[src/rtl/ysyx_22051468_lsu.sv]
// ysyx_22051468_lsu: load/store unit between Exec and writeback.
// Accepts one memory op per request and runs a req/gnt/rvalid handshake with
// data memory. Load data comes back lane-aligned and sign/zero extended.
// Ports:
//   req_valid_i/req_ready_o, is_load_i, is_store_i, size_i, unsigned_i,
//   addr_i, wdata_i, rd_addr_i          : request from Exec
//   mem_req_o, mem_we_o, mem_addr_o, mem_wdata_o, mem_wmask_o,
//   mem_gnt_i, mem_rvalid_i, mem_rdata_i : data memory handshake
//   wb_valid_o, wb_addr_o, wb_data_o     : load writeback (registered)
//   store_done_o, misalign_o             : one-cycle status pulses (registered)
//   hold_pipeline_o                      : stall request to the controller
module ysyx_22051468_lsu #(
  parameter int unsigned WIDTH = 64
) (
  input  logic             clk,
  input  logic             rst_n,
  input  logic             req_valid_i,
  output logic             req_ready_o,
  input  logic             is_load_i,
  input  logic             is_store_i,
  input  logic [1:0]       size_i,
  input  logic             unsigned_i,
  input  logic [WIDTH-1:0] addr_i,
  input  logic [WIDTH-1:0] wdata_i,
  input  logic [4:0]       rd_addr_i,
  output logic             mem_req_o,
  output logic             mem_we_o,
  output logic [WIDTH-1:0] mem_addr_o,
  output logic [WIDTH-1:0] mem_wdata_o,
  output logic [7:0]       mem_wmask_o,
  input  logic             mem_gnt_i,
  input  logic             mem_rvalid_i,
  input  logic [WIDTH-1:0] mem_rdata_i,
  output logic             wb_valid_o,
  output logic [4:0]       wb_addr_o,
  output logic [WIDTH-1:0] wb_data_o,
  output logic             store_done_o,
  output logic             misalign_o,
  output logic             hold_pipeline_o
);

  typedef enum logic [1:0] {S_IDLE, S_REQ, S_WAIT} state_e;

  state_e           r_state;
  state_e           w_state_next;

  logic [WIDTH-1:0] r_addr;
  logic [WIDTH-1:0] r_wdata;
  logic [1:0]       r_size;
  logic             r_unsigned;
  logic             r_we;
  logic [4:0]       r_rd;

  logic             w_accept;
  logic             w_misalign;
  logic [5:0]       w_shamt;
  logic [7:0]       w_wmask_base;
  logic [WIDTH-1:0] w_rsh;
  logic [WIDTH-1:0] w_ext;

  assign w_accept = req_valid_i & (is_load_i | is_store_i);

  // Natural alignment: low address bits below the access size must be zero.
  always_comb begin
    w_misalign = 1'b0;
    case (size_i)
      2'd0:    w_misalign = 1'b0;
      2'd1:    w_misalign = addr_i[0];
      2'd2:    w_misalign = |addr_i[1:0];
      default: w_misalign = |addr_i[2:0];
    endcase
  end

  // Byte-lane offset within the 8-byte memory word, expressed in bits.
  assign w_shamt = {r_addr[2:0], 3'b000};

  assign mem_addr_o  = {r_addr[WIDTH-1:3], 3'b000};
  assign mem_wdata_o = r_wdata << w_shamt;

  always_comb begin
    w_wmask_base = 8'h00;
    case (r_size)
      2'd0:    w_wmask_base = 8'h01;
      2'd1:    w_wmask_base = 8'h03;
      2'd2:    w_wmask_base = 8'h0F;
      default: w_wmask_base = 8'hFF;
    endcase
  end

  // Load extract: shift the addressed lane down, then extend from its top bit.
  assign w_rsh = mem_rdata_i >> w_shamt;

  always_comb begin
    w_ext = w_rsh;
    case (r_size)
      2'd0:    w_ext = {{(WIDTH-8){~r_unsigned & w_rsh[7]}},   w_rsh[7:0]};
      2'd1:    w_ext = {{(WIDTH-16){~r_unsigned & w_rsh[15]}}, w_rsh[15:0]};
      2'd2:    w_ext = {{(WIDTH-32){~r_unsigned & w_rsh[31]}}, w_rsh[31:0]};
      default: w_ext = w_rsh;
    endcase
  end

  // State register.
  always_ff @(posedge clk or negedge rst_n) begin
    if (!rst_n) r_state <= S_IDLE;
    else        r_state <= w_state_next;
  end

  // Next-state and state-decoded handshake outputs.
  always_comb begin
    w_state_next    = r_state;
    req_ready_o     = 1'b0;
    mem_req_o       = 1'b0;
    mem_we_o        = 1'b0;
    mem_wmask_o     = 8'h00;
    hold_pipeline_o = 1'b0;
    case (r_state)
      S_IDLE: begin
        req_ready_o = 1'b1;
        if (w_accept && !w_misalign) begin
          hold_pipeline_o = 1'b1;
          w_state_next    = S_REQ;
        end
      end
      S_REQ: begin
        mem_req_o       = 1'b1;
        mem_we_o        = r_we;
        mem_wmask_o     = w_wmask_base << r_addr[2:0];
        hold_pipeline_o = 1'b1;
        if (mem_gnt_i) w_state_next = r_we ? S_IDLE : S_WAIT;
      end
      S_WAIT: begin
        hold_pipeline_o = 1'b1;
        if (mem_rvalid_i) w_state_next = S_IDLE;
      end
      default: w_state_next = S_IDLE;
    endcase
  end

  // Request capture on an aligned accept.
  always_ff @(posedge clk or negedge rst_n) begin
    if (!rst_n) begin
      r_addr     <= '0;
      r_wdata    <= '0;
      r_size     <= 2'd0;
      r_unsigned <= 1'b0;
      r_we       <= 1'b0;
      r_rd       <= 5'd0;
    end else if (r_state == S_IDLE && w_accept && !w_misalign) begin
      r_addr     <= addr_i;
      r_wdata    <= wdata_i;
      r_size     <= size_i;
      r_unsigned <= unsigned_i;
      r_we       <= is_store_i;
      r_rd       <= rd_addr_i;
    end
  end

  // Registered pulses and writeback data; wb_data_o holds until the next load.
  always_ff @(posedge clk or negedge rst_n) begin
    if (!rst_n) begin
      misalign_o   <= 1'b0;
      store_done_o <= 1'b0;
      wb_valid_o   <= 1'b0;
      wb_addr_o    <= 5'd0;
      wb_data_o    <= '0;
    end else begin
      misalign_o   <= (r_state == S_IDLE) & w_accept & w_misalign;
      store_done_o <= (r_state == S_REQ) & mem_gnt_i & r_we;
      wb_valid_o   <= (r_state == S_WAIT) & mem_rvalid_i & (r_rd != 5'd0);
      if (r_state == S_WAIT && mem_rvalid_i) begin
        wb_addr_o <= r_rd;
        wb_data_o <= w_ext;
      end
    end
  end

endmodule

[config.mk]
export PLATFORM = sky130hd
export DESIGN_NAME = ysyx_22051468_lsu
export DESIGN_NICKNAME = d
export VERILOG_FILES = /design/src/rtl/ysyx_22051468_lsu.sv
export SDC_FILE = /design/constraint.sdc
export NUM_CORES = 1
export LEC_CHECK = 0
export CORE_MARGIN = 10
export CORE_UTILIZATION = 38
export CTS_CLUSTER_SIZE = 40
export DETAILED_ROUTE_END_ITERATION = 12
export PLACE_DENSITY = 0.66
export SLEW_MARGIN = 20
export SYNTH_ARGS = -nofsm -noshare
export SYNTH_HDL_FRONTEND = slang
export SYNTH_SLANG_ARGS = --single-unit
[constraint.sdc]
create_clock -name clk -period 3 [get_ports clk]
set_clock_uncertainty 0.2 [all_clocks]
set_input_delay 0.6 -clock clk [delete_from_list [all_inputs] [get_ports clk]]
set_output_delay 0.6 -clock clk [all_outputs]
set_load 0.01 [all_outputs]
==> impl_metrics.ini <==
[floorplanning]
fp.dieH_um = 198
rows = 65
die_area_sq_um = 39200
die_w_um = 198
initial_core_util_pct = 38.3
core_area_sq_um = 31400
io_pins = 419

[worst_setup_path]
critPathKind = reg2out
worstPathRequired_ns = 2.20
worstRegToRegCells = 7
cp-endpoint = mem_wdata_o[26]
r2r_slack_ns = 0.10
worstReg2RegEnd = wb_data_o[9]$_DFFE_PN0P_
r2r_start = r_addr[1]$_DFFE_PN0P_
worstSetupEndpointType = output port
worstPathArrival_ns = 2.22
path_max_fanout = 13
crit_start = r_addr[1]$_DFFE_PN0P_
cp-start-kind = flip-flop

[clock_tree]
max-clock-path-buffers = 3
cts.clk_slew.worst_paths_ns = 0.06
cts_sinks = 211
numCtsBuffers = 25
worstSkewPairLatency_ns = 0.54
cts-root-buf = clkbuf_16
htreeDepth = 1
cts_tree = built

[power]
p_per_area_nw_per_um2 = 1200
power_w = 0.0211
p_leak_nw = 7.49
irDropWorstVdd_mv = 0.581

[synth]
yosysTopAreaCell = dfrtp_1
ys_top_cells_by_area = dfrtp_1, mux2_2, mux2i_1
synth-async-reset-ratio_pct = 100
yosysWarnings = 0
synthDistinctLibCells = 47
netlist_instances = 1152
yosys-top-cells-count = dfrtp_1, mux2_2, a21oi_1
synth_most_common_cell = dfrtp_1
yosys_register_bits = 211
yosysTopAreaCellShare_pct = 43.9
syn_area_per_cell_sq_um = 10.4
synth_edf_count = 0
synth_area_sq_um = 12000
synth_top_flop_cell = dfrtp_1
synth-seq-area-share_pct = 43.9

[timing]
max_freq_mhz = 331
worst_pin_slew_ns = 0.901
maxSlewViolCount = 0
setup_slack_ns = -0.0204
fin_setup_tns_ns = -0.0287
final-hold-violation-count = 0
fin_hold_ws_ns = 0.267
relSlewSlack_pct = 39.5
fin_crit_ns = 3.02
fin_crit_sh_pct = 101
setup_viol = 2
rsz0062_at_grt = yes

[grt]
grt_pass1_wl_um = 68800
grt_max_degree = 66
overflow = 0
grt_pass1_vias = 11000
antenna_found_initial = 7
grt_util_all_layers_pct = 22.8

[placement]
postPlaceCellArea_sq_um = 16400
dp_hpwl_um = 34900
io_buffers = 415
place_congestion = 0.918
pre_cts_ws_ns = -0.329

[routing]
drc = 0
wire_per_inst_um = 23.8
drt_iter0_drc = 591
wl_um = 46700
num_vias = 10400
ant_nets = 0
via_per_inst = 5.32
dr.pass1.iters = 7

[flow_run]
drv_cap = 0

[cells_and_area]
fillers = 2781
drive_above_1_share_pct = 28.4
final_area_sq_um = 17600
area_delta_synth_final_pct = 46.7
nets = 1747

[worst_hold_path]
min_from = wb_data_o[15]$_DFFE_PN0P_
hp-class = reg2reg

[outcome]
violations = setup timing
status = finished, violations left
==> cell families (layout without fill, tap and decap cells) <==
family,Yosys count,after routing,synth area share (%)
compound gates,241,241,11.5
fa+ha+maj,4,4,0.416
buf+inv,157,557,7.96
flops,211,211,43.9
mux,283,283,26.7
other cells,1,8,0.0312
simple gates,255,255,9.47
==> per-layer routing <==
layer	track usage, %	share of wire, %	up-vias
li1	-	-	4777
met1	26.7	39	5173
met2	38.7	49	405
met3	7.72	9.3	73
met4	6.78	3.0	2
met5	0	0.039	-
==> sequential cells by signal, summed over array words and instances (netlist names) <==
signal        count
misalign_o        1
r_addr           64
r_rd              5
r_size            2
r_state           2
r_unsigned        1
r_wdata          64
r_we              1
store_done_o      1
wb_addr_o         5
wb_data_o        64
wb_valid_o        1
==> per-stage QoR <==
| stage | cells | utilization (%) |
|---|---|---|
| detailed placement | 1880 | 52.2 |
| global placement | 1880 | 52.2 |
| global route | 1958 | 56.2 |
| CTS | 1953 | 55.8 |
| floorplan | 1154 | - |
| finish | 1961 | 56.2 |
==> worst max-delay path: stages, from the launching register on <==
cell and delay [ns]:
dfrtp_4 0.54, buf_12 0.18, mux2_2 0.35, nor2_1 0.12, a21oi_2 0.06, nor2b_4 0.14
dlygate4sd2_1 0.29
==> timing repair <==
action / CTS / global route
pin swaps: 7 / 6
hold endpoints to repair: 59 / 0
hold buffers: 1 / 0
setup endpoints to repair: 73 / 61
cloned: 3 / 2
gates resized for setup: 236 / 90
setup buffers: 24 / 2
==> cell usage in the layout, fill, tap and decap left out, types with 19 or more instances in the layout <==
master and count:
mux2_2 175, clkdlybuf4s50_1 340, dfrtp_1 208, buf_2 31
clkbuf_16 27, buf_4 64, nand2_1 68, o22ai_1 19
nor2_1 116, nand2b_1 20, a21oi_1 112, mux2i_1 82
o21ai_0 37
==> area by class of cell <==
type / count / area [sq um] / share of cell area, %
well taps: 402 / 503 / 2.85
diodes: 5 / 12.5 / 0.0709
clock inverters: 14 / 148 / 0.837
flip-flops and latches: 211 / 5290 / 30.0
clock buffers: 31 / 688 / 3.90
inverters: 7 / 26.3 / 0.149
repair buffers: 505 / 4930 / 27.9
multi-input cells: 786 / 6040 / 34.2
==> where the power goes <==
group	switching, W	internal [W]
combinational	0.00611	0.00643
clock	0.00129	0.00181
sequential	0.00116	0.00429
==> worst min path at each step <==
stage	slack (ns)	cells after the start	to
4_1_cts	0.27	2	wb_data_o[15]$_DFFE_PN0P_
5_1_grt	0.32	1	r_addr[56]$_DFFE_PN0P_
3_3_place_gp	0.25	2	wb_data_o[15]$_DFFE_PN0P_
6_report	0.27	2	wb_data_o[15]$_DFFE_PN0P_
3_5_place_dp	0.26	2	wb_data_o[15]$_DFFE_PN0P_
2_1_floorplan	0.10	0	misalign_o$_DFF_PN0_
Note: power is estimated with default switching activity, not from simulation.
